===== config.mk =====
export PLATFORM = sky130hd
export DESIGN_NAME = traffic_phase_ctrl
export DESIGN_NICKNAME = d
export VERILOG_FILES = /design/src/rtl/traffic_phase_ctrl.sv
export SDC_FILE = /design/constraint.sdc
export NUM_CORES = 1
export LEC_CHECK = 0
export BUFFER_PORTS_ARGS = -buffer_cell sky130_fd_sc_hd__buf_2
export CAP_MARGIN = 20
export CORE_MARGIN = 3
export CORE_UTILIZATION = 60
export CTS_BUF_LIST = sky130_fd_sc_hd__clkbuf_2
export CTS_CLUSTER_DIAMETER = 40
export CTS_CLUSTER_SIZE = 16
export DETAILED_ROUTE_END_ITERATION = 6
export PLACE_DENSITY = 0.86
export SLEW_MARGIN = 15
export SYNTH_ARGS = -nofsm -noshare
export SYNTH_HDL_FRONTEND = slang
export SYNTH_SLANG_ARGS = --single-unit

===== constraint.sdc =====
create_clock -name clk -period 2.5 [get_ports clk]
set_input_delay 0.625 -clock clk [delete_from_list [all_inputs] [get_ports clk]]
set_output_delay 0.625 -clock clk [all_outputs]
set_load 0.005 [all_outputs]

===== src/rtl/traffic_phase_ctrl.sv =====
// Multi-phase intersection controller: GREEN -> YELLOW -> ALL_RED sequencing with
// demand-based phase skipping, actuated green extension, flash override and freeze.
module traffic_phase_ctrl #(
  parameter int NUM_PHASES   = 2,
  parameter int CNT_W        = 8,
  parameter int GREEN_MIN    = 8,
  parameter int GREEN_MAX    = 16,
  parameter int YELLOW_TIME  = 2,
  parameter int ALL_RED_TIME = 1,
  parameter int FLASH_HALF   = 4,
  localparam int PH_W = (NUM_PHASES > 1) ? $clog2(NUM_PHASES) : 1
) (
  input  logic                  clk,
  input  logic                  reset,
  input  logic                  enable,
  input  logic                  flash_mode,
  input  logic [NUM_PHASES-1:0] demand,
  output logic [NUM_PHASES-1:0] red,
  output logic [NUM_PHASES-1:0] yellow,
  output logic [NUM_PHASES-1:0] green,
  output logic [PH_W-1:0]       phase_o,
  output logic [1:0]            state_o,
  output logic                  phase_start
);

  typedef enum logic [1:0] {
    ST_ALL_RED = 2'd0,
    ST_GREEN   = 2'd1,
    ST_YELLOW  = 2'd2,
    ST_FLASH   = 2'd3
  } state_t;

  localparam logic [CNT_W-1:0] ALL_RED_LAST = CNT_W'(ALL_RED_TIME - 1);
  localparam logic [CNT_W-1:0] GREEN_MIN_LAST = CNT_W'(GREEN_MIN - 1);
  localparam logic [CNT_W-1:0] GREEN_MAX_LAST = CNT_W'(GREEN_MAX - 1);
  localparam logic [CNT_W-1:0] YELLOW_LAST = CNT_W'(YELLOW_TIME - 1);
  localparam logic [CNT_W-1:0] FLASH_LAST = CNT_W'(FLASH_HALF - 1);

  state_t                  state_reg, state_next;
  logic [CNT_W-1:0]        counter_reg, counter_next;
  logic [PH_W-1:0]         phase_reg, phase_next;
  logic [NUM_PHASES-1:0]   pending_reg, pending_next;
  logic                    blink_reg, blink_next;

  logic [NUM_PHASES-1:0]   served_mask;
  logic [NUM_PHASES-1:0]   yellow_sel;
  logic [PH_W-1:0]         cand_idx [NUM_PHASES];
  logic [NUM_PHASES-1:0]   cand_hit;
  logic [PH_W-1:0]         next_phase;
  logic                    green_done;

  // Candidate gi is phase+gi+1 modulo N; the last candidate is the current phase itself.
  genvar gi;
  generate
    for (gi = 0; gi < NUM_PHASES; gi++) begin : g_cand
      logic [PH_W:0] sum;
      logic [PH_W:0] wrapped;
      assign sum = {1'b0, phase_reg} + (PH_W+1)'(gi + 1);
      assign wrapped = sum - (PH_W+1)'(NUM_PHASES);
      assign cand_idx[gi] = (sum >= (PH_W+1)'(NUM_PHASES)) ? wrapped[PH_W-1:0] : sum[PH_W-1:0];
      assign cand_hit[gi] = pending_reg[cand_idx[gi]];
    end
  endgenerate

  always_comb begin
    next_phase = cand_idx[0];
    for (int k = NUM_PHASES - 1; k >= 0; k--) begin
      if (cand_hit[k]) next_phase = cand_idx[k];
    end
  end

  assign green_done = ((counter_reg >= GREEN_MIN_LAST) && !demand[phase_reg]) ||
                      (counter_reg == GREEN_MAX_LAST);

  always_ff @(posedge clk) begin
    if (reset) begin
      state_reg   <= ST_ALL_RED;
      counter_reg <= '0;
      phase_reg   <= PH_W'(NUM_PHASES - 1);
      pending_reg <= '0;
      blink_reg   <= 1'b0;
    end else begin
      state_reg   <= state_next;
      counter_reg <= counter_next;
      phase_reg   <= phase_next;
      pending_reg <= pending_next;
      blink_reg   <= blink_next;
    end
  end

  always_comb begin
    state_next   = state_reg;
    counter_next = counter_reg;
    phase_next   = phase_reg;
    pending_next = pending_reg;
    blink_next   = blink_reg;
    if (flash_mode) begin
      pending_next = pending_reg | (demand & ~served_mask);
      if (state_reg != ST_FLASH) begin
        state_next   = ST_FLASH;
        counter_next = '0;
        blink_next   = 1'b1;
      end else if (counter_reg == FLASH_LAST) begin
        counter_next = '0;
        blink_next   = ~blink_reg;
      end else begin
        counter_next = counter_reg + 1'b1;
      end
    end else if (enable) begin
      pending_next = pending_reg | (demand & ~served_mask);
      counter_next = counter_reg + 1'b1;
      unique case (state_reg)
        ST_ALL_RED: begin
          if (counter_reg == ALL_RED_LAST) begin
            state_next   = ST_GREEN;
            phase_next   = next_phase;
            counter_next = '0;
            // Entering green serves the phase, overriding a same-cycle request.
            pending_next[next_phase] = 1'b0;
          end
        end
        ST_GREEN: begin
          if (green_done) begin
            state_next   = ST_YELLOW;
            counter_next = '0;
          end
        end
        ST_YELLOW: begin
          if (counter_reg == YELLOW_LAST) begin
            state_next   = ST_ALL_RED;
            counter_next = '0;
          end
        end
        ST_FLASH: begin
          state_next   = ST_ALL_RED;
          counter_next = '0;
        end
      endcase
    end
  end

  generate
    for (gi = 0; gi < NUM_PHASES; gi++) begin : g_lamp
      assign served_mask[gi] = (state_reg == ST_GREEN) && (phase_reg == PH_W'(gi));
      assign yellow_sel[gi]  = (state_reg == ST_YELLOW) && (phase_reg == PH_W'(gi));
      assign green[gi]  = served_mask[gi];
      assign yellow[gi] = yellow_sel[gi] || ((state_reg == ST_FLASH) && blink_reg);
      assign red[gi]    = (state_reg != ST_FLASH) && !served_mask[gi] && !yellow_sel[gi];
    end
  endgenerate

  assign phase_o     = phase_reg;
  assign state_o     = state_reg;
  assign phase_start = (state_reg == ST_GREEN) && (counter_reg == '0);

endmodule


; Yosys cells after proc, flatten, opt, wreduce, memory -nomap -nowiden
; Cells that the tools add are included.
[word_totals]
regBits = 14
latchBits = 0
ram_bits = 0
mem_bits_ro = 0
out_inout_bits = 10
word_cells = 97
mem_count = 0
[op_classes]
add_sub_neg = 5
multipliers = 0
div = 0
magnitude_cmp = 8
n_eq_ne = 11
shifts = 0
mux = 33
bitwise_logic = 8
reduce_logical = 27
[op_table]
columns = cell, n
row1 = 8-bit 2-to-1 mux, 7
row2 = 8-bit case mux with 4 select lines, 1
row3 = 2-bit 2-to-1 mux, 10
row4 = 1-bit 2-to-1 mux, 13
row5 = 1-bit logical AND, 12
row6 = "3-bit inequality test, second input constant", 3
row7 = "8-bit by 1-bit adder with 8-bit output, second input constant", 1
row8 = "8-bit by 1-bit equality test with 1-bit output, second input constant", 1
row9 = "8-bit by 2-bit equality test with 1-bit output, second input constant", 1
row10 = "8-bit by 4-bit equality test with 1-bit output, second input constant", 1
row11 = "8-bit by 3-bit greater-or-equal comparator with 1-bit output, second input constant", 1
row12 = 8-bit logical NOT, 1
row13 = "1-bit by 2-bit < comparator with 1-bit output, second input constant", 4
row14 = 2-bit case mux with 4 select lines, 1
row15 = 1-bit logical NOT, 5
row16 = 5-bit AND reduction, 1
row17 = 2-bit AND, 2
row18 = "2-bit equality test, second input constant", 2
row19 = "2-bit greater-or-equal comparator, second input constant", 2
row20 = 2-bit NOT, 2
row21 = 4-bit AND reduction, 1
row22 = 2-bit nonzero test, 2
row23 = 1-bit logical OR, 3
row24 = 1-bit NOT, 3
row25 = other kinds (11), 12

; Depth between registers and ports, before layout
; Gate-level depths: netlist (run 1).
[depth]
depth_word = 17
ltp_mapped = 8
ltp_nobuf = 8

; Least setup slack after synthesis (run 1)
; OpenSTA, ideal clock, no wires.
[synth_path]
kind = input-to-reg
startpoint = input demand[1]
endpoint = register counter_reg[3]
arrival_time_ps = 1527
slack_ps = 842
cell_stages = 6
n_path_buf = 0
path_cell_list = mux2i_1 or2b_2 nand4_4 a31oi_1 nor2_1 nor3_1
[synth_via]
elab_chain_cells = 9
[synth_lines]
columns = item, line_no
row1 = start: declaration, 17  ; input logic [NUM_PHASES-1:0] demand,
row2 = 1-bit 2-to-1 mux (implied by the code) (2 in series), 72  ; assign green_done = ((counter_reg >= GREEN_MIN_LAST) && !demand[phase_reg]) ||
row3 = 1-bit logical NOT, 72
row4 = 1-bit logical AND, 72
row5 = 1-bit logical OR, 72
row6 = 8-bit 2-to-1 mux, 123  ; if (green_done) begin
row7 = 8-bit case mux with 4 select lines, 112  ; unique case (state_reg)
row8 = 8-bit 2-to-1 mux, 109  ; end else if (enable) begin
row9 = 8-bit 2-to-1 mux, 97  ; if (flash_mode) begin
row10 = end signal: assignment, 84  ; counter_reg <= counter_next;
row11 = end: declaration, 40  ; logic [CNT_W-1:0] counter_reg, counter_next;
; No other way between the ends. The select of a mux whose other input is x is not followed.
; A chain may end at the register's enable or synchronous reset.

; Worst setup path after layout (run 1)
[layout_path]
startpoint = register counter_reg[7]
endpoint = output phase_start
[layout_via]
elab_chain_cells = 2
[layout_lines]
columns = item, line_no
row1 = 8-bit logical NOT, 154  ; assign phase_start = (state_reg == ST_GREEN) && (counter_reg == '0);
row2 = 1-bit logical AND, 154
row3 = end: declaration, 23  ; output logic phase_start
; No other way between the ends.

==> flow_metrics.tcl, run 1 <==
set metrics [dict create \
    syn_inst 128 \
    min_to "counter_reg[1]$_SDFFE_PP0P_" \
    hold_violations 0 \
    cp_cell_sequence "nor4_4 > nand3_4 > nor2_1 > buf_2" \
    clk_latency_ns 0.30 \
    dp_hpwl_mm 1.63 \
    path_class "register to output pin" \
    initial_core_util_pct 69.1 \
    grt_overflow 0 \
    endpoint_kind "output pin" \
    ys.flop_type "dfxtp_1" \
    ctsHtreeMaxLevel 1 \
    hold_path_startpoint "counter_reg[1]$_SDFFE_PP0P_" \
    rr_startpoint "counter_reg[0]$_SDFFE_PP0P_" \
    grt_usage_pct 23.3 \
    met1_usage_pct 23.5 \
    avgViaCountPerCell 6.07 \
    coreArea_um2 1420 \
    grt_pass1_wl_mm 3.55 \
    intPower_mw 0.320 \
    synth-edff-count 0 \
    ios 16 \
    wl_per_cell_um 14.0 \
    switchingPower_mw 0.161 \
    r2r_cells 7 \
    holdWs_ns 0.508 \
    power_frac_seq_pct 51.7 \
    critical-path-top-delay-family "simple AND/OR/NAND/NOR gates" \
    antenna_cells 0 \
    firstDrtPassIters 4 \
    finalClockSkew_ns 0.0165 \
    die_area_um2 2150 \
    synth_seq_cells 14 \
    avgSynthCellArea_um2 7.63 \
    seq_area_frac_synth_pct 28.7 \
    post-route-drc-count 0 \
    drtAntennaViolNets 0 \
    largest_register_ffs 8 \
    worstMarginPinSlew_ns 0.479 \
    rsz0062_at_grt "false" \
    clkTransAtPathRegs_ns 0.15 \
    synth.area.top_cells "dfxtp_1, nand2_1, nand3_1, nor2_1, a21oi_1" \
    drive_above_1_share_pct 19.0 \
    rrSetupSlack_ns 0.56 \
    crit_slowest_cell "nor4_4" \
    combPwrFrac_pct 24.7 \
    max-clock-path-buffers 2 \
    cts_tree "done" \
    fp.dieW_um 46.4 \
    post_cts_resized 0 \
    fmax_mhz 454 \
    slew_headroom_pct 67.8 \
    setup_viol 0 \
    drv_slew 0 \
    cts_hold_buf 0 \
    grt_pass1_vias 911 \
    fin_crit_ns 2.20 \
    fin_util_pct 75.9 \
    place.gp.congestion 0.807 \
    yosys.area.top_type_share_pct 28.7 \
    reg2reg_to "counter_reg[0]$_SDFFE_PP0P_" \
    synthesis.nets 137 \
    yosys.area.top_type "dfxtp_1" \
    syn_area_um2 977 \
    port_buffers 15 \
    path_buf_inv 1 \
    yosys_warnings 0 \
    cts_setup_buffers 0 \
    finalWirelength_mm 2.19 \
    cts_num_sinks 14 \
    hold_class "register to register" \
    dpl.cell_count 153 \
    whs_path_depth 2 \
    grt_max_degree 19 \
    antenna_found_initial 0 \
    cp_max_fo 7 \
    synth.distinct_cells 38 \
    drtIter0Drc 23 \
    dr_total_vias 953 \
    ir_drop_mv 0.251 \
    use_met3_pct 5.86 \
    synth-async-reset-ratio_pct 0 \
    status "completed" \
    crit_arrival_ns 1.58 \
    instances_no_fill 157 \
    clkPwrFrac_pct 23.6 \
    timing.setup.tns_ns 0 \
    die_h_um 46.4 \
    rows 13 \
    area_growth_pct 9.86 \
    crit_path_start_kind "register" \
    cts_buffers 3 \
    gr-max-usage-layer "met2" \
    power_density_nw_per_um2 448 \
    period_share_pct 88.2 \
    nets 152 \
    root_buffer "clkbuf_2" \
    gr-usage-met2_pct 41.2 \
    cap_violations 0 \
    p_leak_nw 0.444 \
    swShare_pct 33.5 \
    cp_data_required_time_ns 1.88 \
    max_stage_delay_ns 0.51 \
]
## synthesized netlist by cell type (2+ instances only)
cell type  count
nor2_1        12
ha_1           3
a21oi_1        8
nand2_1       16
nor3_1         4
o21ai_0        7
inv_1          8
nand2b_1       5
nor3b_1        2
xnor2_1        2
nand3_1        9
a211oi_1       2
clkbuf_1       5
a31oi_1        6
dfxtp_1       14
nor4b_1        3
## power groups by stage
stage                     Combinational (mW)  Clock [mW]  Sequential (mW)
after floorplan                       0.0867           0            0.248
after global placement                 0.114           0            0.253
after global routing                   0.132       0.126            0.251
after detailed placement               0.117           0            0.254
final                                  0.119       0.114            0.249
after CTS                              0.119       0.115            0.249
## worst max path at each step
stage / to / start / cells past startpoint
after floorplan: counter_reg[3]$_SDFFE_PP0P_ / demand[1] / 6
after global placement: counter_reg[7]$_SDFFE_PP0P_ / demand[1] / 7
after detailed placement: counter_reg[7]$_SDFFE_PP0P_ / demand[1] / 7
after CTS: phase_start / counter_reg[7]$_SDFFE_PP0P_ / 4
after global routing: phase_start / counter_reg[7]$_SDFFE_PP0P_ / 4
final: phase_start / counter_reg[7]$_SDFFE_PP0P_ / 4
## metrics by stage
stage                     instance area, um2  worst slack, ns  power (mW)
after CTS                               1070            0.296       0.482
final                                   1070            0.296       0.481
after global placement                  1050            0.645       0.368
after global routing                    1070            0.158       0.510
after detailed placement                1050            0.568       0.371
after floorplan                          977            0.842       0.334
## layout by cell type, fill, tap and decap left out, drive strengths merged, types with 2 or more instances in the layout
cell type / Yosys / layout
buf: 1 / 16
nor3: 4 / 4
nor3b: 2 / 2
nand3: 10 / 10
a21oi: 8 / 8
inv: 8 / 8
nor4b: 4 / 4
nor4: 2 / 2
a211oi: 2 / 2
nor2: 12 / 12
nand2: 16 / 16
dfxtp: 14 / 14
a31oi: 6 / 6
nand2b: 5 / 5
nand4: 2 / 2
o21ai: 8 / 8
xnor2: 2 / 2
ha: 3 / 3
and3: 2 / 2
clkbuf: 5 / 3
## cell families after synthesis
logic type	share of synthesized area, %
buffers and inverters	5.51
muxes	2.18
and+or+nand+nor	39.1
xor gates and xnor gates	2.69
AOI/OAI and AO/OA	18.1
DFF	28.7
adders and majority gates	3.84
## worst reg2reg max path, cell delays in order, from the launching register on
cell and delay (ns):
dfxtp_1 0.38, ha_1 0.32, and3_1 0.25, a32oi_1 0.26
nand4_4 0.16, o21ai_2 0.24, nand3_1 0.12, a21oi_1 0.14
## per-layer routing
metal,vias to the layer above,share of wire [%]
li1,486,-
met1,434,43
met2,27,50
met3,6,4.9
met4,0,2.0
met5,-,0
## cell type report
cell class,instances,area [um2]
Clock buffer,3,15.0
Fill cell,109,342
Multi-Input combinational cell,100,643
Clock inverter,1,3.75
Inverter,8,30.0
Timing Repair Buffer,16,82.6
Tap cell,15,18.8
Sequential cell,14,280
No activity file was read; power rests on OpenSTA's default activity.
==> run 2: changes to the inputs <==
--- a/config.mk
+++ b/config.mk
@@ -8,12 +8,13 @@
 export BUFFER_PORTS_ARGS = -buffer_cell sky130_fd_sc_hd__buf_2
 export CAP_MARGIN = 20
 export CORE_MARGIN = 3
-export CORE_UTILIZATION = 60
+export CORE_UTILIZATION = 57
 export CTS_BUF_LIST = sky130_fd_sc_hd__clkbuf_2
 export CTS_CLUSTER_DIAMETER = 40
 export CTS_CLUSTER_SIZE = 16
 export DETAILED_ROUTE_END_ITERATION = 6
-export PLACE_DENSITY = 0.86
+export PLACE_DENSITY = 0.82
+export RECOVER_POWER = 25
 export SLEW_MARGIN = 15
 export SYNTH_ARGS = -nofsm -noshare
 export SYNTH_HDL_FRONTEND = slang
==> constraint.sdc (replaced) <==
create_clock -name clk -period 2.51 [get_ports clk]
set_input_delay 0.6275 -clock clk [delete_from_list [all_inputs] [get_ports clk]]
set_output_delay 0.6275 -clock clk [all_outputs]
set_load 0.005 [all_outputs]
==> run 2 against run 1 <==
  * Non-clock buffer count decreased by 1
  * Routed wire length fell by 5.2%
  * Via count rose by 0.21%
  * Combinational power down 8%
  * Sequential cell count stayed put
  * Final area is 0.93% lower
  * Register-to-register slack gained 0.03 ns
  * Utilization decreased by 7.6 points
  * Die area is 4.6% higher
  * Sequential power hardly changed
  * Power is 2.7% lower
  * Critical endpoint is now green[1]
  * Largest cell class unchanged
==> flow_metrics.tcl, run 2 (synthesis gave the netlist of run 1 again) <==
set metrics [dict create \
    status "completed" \
    dpl.cell_count 153 \
    path_class "register to output pin" \
    fin_ws_ns 0.333 \
    rows 14 \
    finalClockSkew_ns 0.00804 \
    drtAntennaViolNets 0 \
    hold_violations 0 \
    cts_num_sinks 14 \
    switchingPower_mw 0.153 \
    place.gp.congestion 0.832 \
    cts_tree "done" \
    grt_usage_pct 21.3 \
    die_h_um 47.4 \
    cp_max_fo 13 \
    cap_violations 0 \
    setup_viol 0 \
    drv_slew 0 \
    antenna_found_initial 0 \
    ir_drop_mv 0.272 \
    period_share_pct 86.7 \
    fin_crit_ns 2.18 \
    fp.dieW_um 47.4 \
    preCtsSetupSlack_ns 0.538 \
    finalWirelength_mm 2.08 \
    initial_core_util_pct 62.7 \
    drive_above_1_share_pct 16.3 \
    timing.setup.tns_ns 0 \
    ios 16 \
    worstMarginPinSlew_ns 0.474 \
    seqCellArea_um2 280 \
    crit_path_start_kind "register" \
    avgViaCountPerCell 6.08 \
    cp_data_required_time_ns 1.88 \
    die_area_um2 2250 \
    cts_hold_buf 0 \
    clkPwrFrac_pct 22.6 \
    clkTransAtPathRegs_ns 0.13 \
    post_cts_resized 0 \
    power_frac_seq_pct 53.9 \
    combPwrFrac_pct 23.5 \
    rsz0062_at_grt "false" \
    wl_per_cell_um 13.2 \
    max-clock-path-buffers 2 \
    fmax_mhz 459 \
    instances_no_fill 157 \
    grt_max_degree 19 \
    drtIter0Drc 29 \
    power_density_nw_per_um2 440 \
    slew_headroom_pct 68.4 \
    multi_input_area_um2 643 \
    crit_arrival_ns 1.55 \
    firstDrtPassIters 4 \
    largest_register_ffs 8 \
    swShare_pct 32.6 \
    antenna_cells 0 \
    ctsHtreeMaxLevel 1 \
    intPower_mw 0.316 \
    cts_buffers 3 \
    grt_overflow 0 \
    endpoint_kind "output pin" \
    dr_total_vias 955 \
    area_growth_pct 8.83 \
    mostFrequentLayoutCells "nand2_1, dfxtp_1, nor2_1, buf_2, nand3_1" \
    hold_class "register to register" \
    clk_latency_ns 0.28 \
    root_buffer "clkbuf_2" \
    cts_setup_buffers 0 \
    nets 151 \
    grt_pass1_vias 756 \
    dp_hpwl_mm 1.58 \
    fill_cells 147 \
    mostFrequentLayoutCell "nand2_1" \
    coreArea_um2 1560 \
    p_leak_nw 0.432 \
    post-route-drc-count 0 \
    grt_pass1_wl_mm 3.32 \
    port_buffers 15 \
]
run 2: cell type report:
type                    instances  share of cell area (%)
clock buffers                   3                    1.41
clock inverters                 1                   0.353
inverters                       8                    2.82
multi-input cells             100                    60.5
flip-flops and latches         14                    26.4
well taps                      16                    1.88
repair buffers                 15                    6.71
run 2: per-stage QoR:
stage               area (um2)  hold slack (ns)  power, mW  utilization [%]
floorplan                  977            0.455      0.333                -
global placement          1050            0.477      0.365             67.3
detailed placement        1050            0.487      0.368             67.3
CTS                       1070            0.510      0.477             68.5
global route              1060            0.544      0.504             68.2
finish                    1060            0.506      0.468             68.2
run 2: power by group through the flow:
stage / combinational (mW) / sequential, mW / clock [mW]
finish: 0.110 / 0.252 / 0.106
global placement: 0.109 / 0.256 / 0
global route: 0.123 / 0.255 / 0.126
floorplan: 0.0863 / 0.247 / 0
detailed placement: 0.111 / 0.257 / 0
CTS: 0.111 / 0.252 / 0.113
run 2: per-layer routing:
| layer | track usage (%) | part of all wire (%) |
|---|---|---|
| met1 | 26.0 | 47 |
| met2 | 33.4 | 46 |
| met3 | 3.83 | 4.6 |
| met4 | 14.9 | 2.3 |
| met5 | 0 | 0 |
run 2: path summary, 6_finish.rpt:
path / slack [ns] / depth (start not counted) / from / end
worst max register to register: 0.59 / 7 / counter_reg[0]$_SDFFE_PP0P_ / counter_reg[7]$_SDFFE_PP0P_
worst min-delay path: 0.51 / 2 / pending_reg[0]$_SDFFE_PP0P_ / pending_reg[0]$_SDFFE_PP0P_
worst max-delay path: 0.33 / 5 / state_o[0]$_SDFFE_PP0P_ / green[1]
worst min register to register: 0.51 / 2 / pending_reg[0]$_SDFFE_PP0P_ / pending_reg[0]$_SDFFE_PP0P_
run 2: critical path, stage by stage (launching register included):
cell     delay (ns)
dfxtp_1        0.57
inv_1          0.15
nor2_1         0.27
nand2_1        0.11
inv_1          0.07
buf_2          0.10
==> run 3: changes to the inputs <==
--- a/config.mk
+++ b/config.mk
@@ -5,7 +5,7 @@
 export SDC_FILE = /design/constraint.sdc
 export NUM_CORES = 1
 export LEC_CHECK = 0
-export BUFFER_PORTS_ARGS = -buffer_cell sky130_fd_sc_hd__buf_2
+export BUFFER_PORTS_ARGS = -buffer_cell sky130_fd_sc_hd__buf_4
 export CAP_MARGIN = 20
 export CORE_MARGIN = 3
 export CORE_UTILIZATION = 57
==> run 3 against run 2 <==
  * Combinational power grew 12%
  * Hold slack improved by 0.0019 ns
  * Register-to-register slack got worse by 0.02 ns
  * Final cell count unchanged
  * Power rose by 3.8%
  * Sequential share of layout area fell by 0.98 points
==> flow_metrics.tcl, run 3 (synthesis gave the netlist of run 1 again) <==
set metrics [dict create \
    fin_crit_ns 2.21 \
    cts_buffers 3 \
    post-route-drc-count 0 \
    largest_register_ffs 8 \
    endpoint_kind "output pin" \
    max_stage_delay_ns 0.49 \
    holdWs_ns 0.508 \
    cts_hold_buf 0 \
    grt_overflow 0 \
    ctsHtreeMaxLevel 1 \
    fin_util_pct 70.9 \
    fmax_mhz 453 \
    port_buffers 15 \
    coreArea_um2 1560 \
    crit_slowest_cell "nor4_4" \
    intPower_mw 0.326 \
    worstMarginPinSlew_ns 0.467 \
    cts_num_sinks 14 \
    rsz0062_at_grt "false" \
    area_growth_pct 13.1 \
    seqCellArea_um2 280 \
    period_share_pct 87.9 \
    fill_cells 136 \
    combPwrFrac_pct 25.3 \
    finalWirelength_mm 2.24 \
    cp_data_required_time_ns 1.88 \
    p_leak_nw 0.450 \
    mostFrequentLayoutCells "nand2_1, dfxtp_1, nor2_1, buf_4, nand3_1" \
    switchingPower_mw 0.160 \
    ir_drop_mv 0.375 \
    place.gp.congestion 0.837 \
    wl_per_cell_um 14.2 \
    power_density_nw_per_um2 440 \
    setup_viol 0 \
    clkTransAtPathRegs_ns 0.14 \
    grt_pass1_vias 816 \
    hold_violations 0 \
    crit_path_start_kind "register" \
    power_frac_seq_pct 52.0 \
    clkPwrFrac_pct 22.7 \
    hold_class "register to register" \
    dr_total_vias 944 \
    path_buf_inv 1 \
    slew_headroom_pct 68.6 \
    cts_tree "done" \
    mostFrequentLayoutCell "nand2_1" \
    drv_slew 0 \
    finalPower_mw 0.486 \
    timing.setup.tns_ns 0 \
    path_class "register to output pin" \
    grt_usage_pct 22.0 \
    firstDrtPassIters 4 \
    rows 14 \
    dp_hpwl_mm 1.69 \
    status "completed" \
    max-clock-path-buffers 2 \
    drtIter0Drc 30 \
    finalClockSkew_ns 0.00334 \
    avgViaCountPerCell 6.01 \
    die_h_um 47.4 \
    antenna_cells 0 \
    cts_setup_buffers 0 \
    post_cts_resized 0 \
    ios 16 \
    antenna_found_initial 0 \
    dpl.cell_count 153 \
    drive_above_1_share_pct 18.4 \
    crit_arrival_ns 1.58 \
    nets 151 \
    critical-path-top-delay-family "simple AND/OR/NAND/NOR gates" \
    drtAntennaViolNets 0 \
    die_area_um2 2250 \
    cap_violations 0 \
    cp_cell_sequence "nor4_4 > nand3_4 > nor2_1 > buf_4" \
    instances_no_fill 157 \
    fp.dieW_um 47.4 \
    multi_input_area_um2 643 \
    initial_core_util_pct 62.7 \
    clk_latency_ns 0.29 \
    cp_max_fo 7 \
    swShare_pct 32.9 \
    root_buffer "clkbuf_2" \
    grt_max_degree 19 \
    grt_pass1_wl_mm 3.42 \
]
run 3: power groups by stage:
stage / Sequential [mW] / Combinational (mW) / Clock (mW)
global placement: 0.256 / 0.120 / 0
CTS: 0.252 / 0.123 / 0.110
floorplan: 0.247 / 0.0863 / 0
global route: 0.255 / 0.136 / 0.122
detailed placement: 0.257 / 0.123 / 0
finish: 0.253 / 0.123 / 0.110
run 3: layout make-up:
cell class / count / share of cell area (%)
Inverter: 8 / 2.72
Multi-Input combinational cell: 100 / 58.2
Clock inverter: 1 / 0.340
Clock buffer: 3 / 1.36
Timing Repair Buffer: 15 / 10.2
Sequential cell: 14 / 25.4
Tap cell: 16 / 1.81
run 3: through the flow:
step,setup WS [ns],instance area (um2)
6_report,0.305,1100
5_1_grt,0.181,1100
3_5_place_dp,0.518,1090
4_1_cts,0.309,1100
3_3_place_gp,0.570,1090
2_1_floorplan,0.849,977
run 3: worst paths after layout:
| check | endpoint | slack (ns) | from | cells past startpoint |
|---|---|---|---|---|
| hold / removal | counter_reg[1]$_SDFFE_PP0P_ | 0.51 | counter_reg[1]$_SDFFE_PP0P_ | 2 |
| hold reg to reg | counter_reg[1]$_SDFFE_PP0P_ | 0.51 | counter_reg[1]$_SDFFE_PP0P_ | 2 |
| setup / recovery | phase_start | 0.30 | counter_reg[4]$_SDFFE_PP0P_ | 4 |
| setup reg to reg | counter_reg[5]$_SDFFE_PP0P_ | 0.57 | phase_o$_SDFFE_PP1P_ | 6 |
run 3: worst min-delay path: stages, from the launching register on:
cell and delay, ns:
dfxtp_1 0.36, nand2_1 0.06, a21oi_1 0.05
run 3: routing by layer:
metal / GRT usage [%] / share of wire (%) / up-vias
met5: 0 / 0 / -
met1: 27.7 / 46 / 421
met4: 12.7 / 2.6 / 0
li1: - / - / 484
met3: 4.60 / 6.2 / 7
met2: 34.2 / 45 / 32
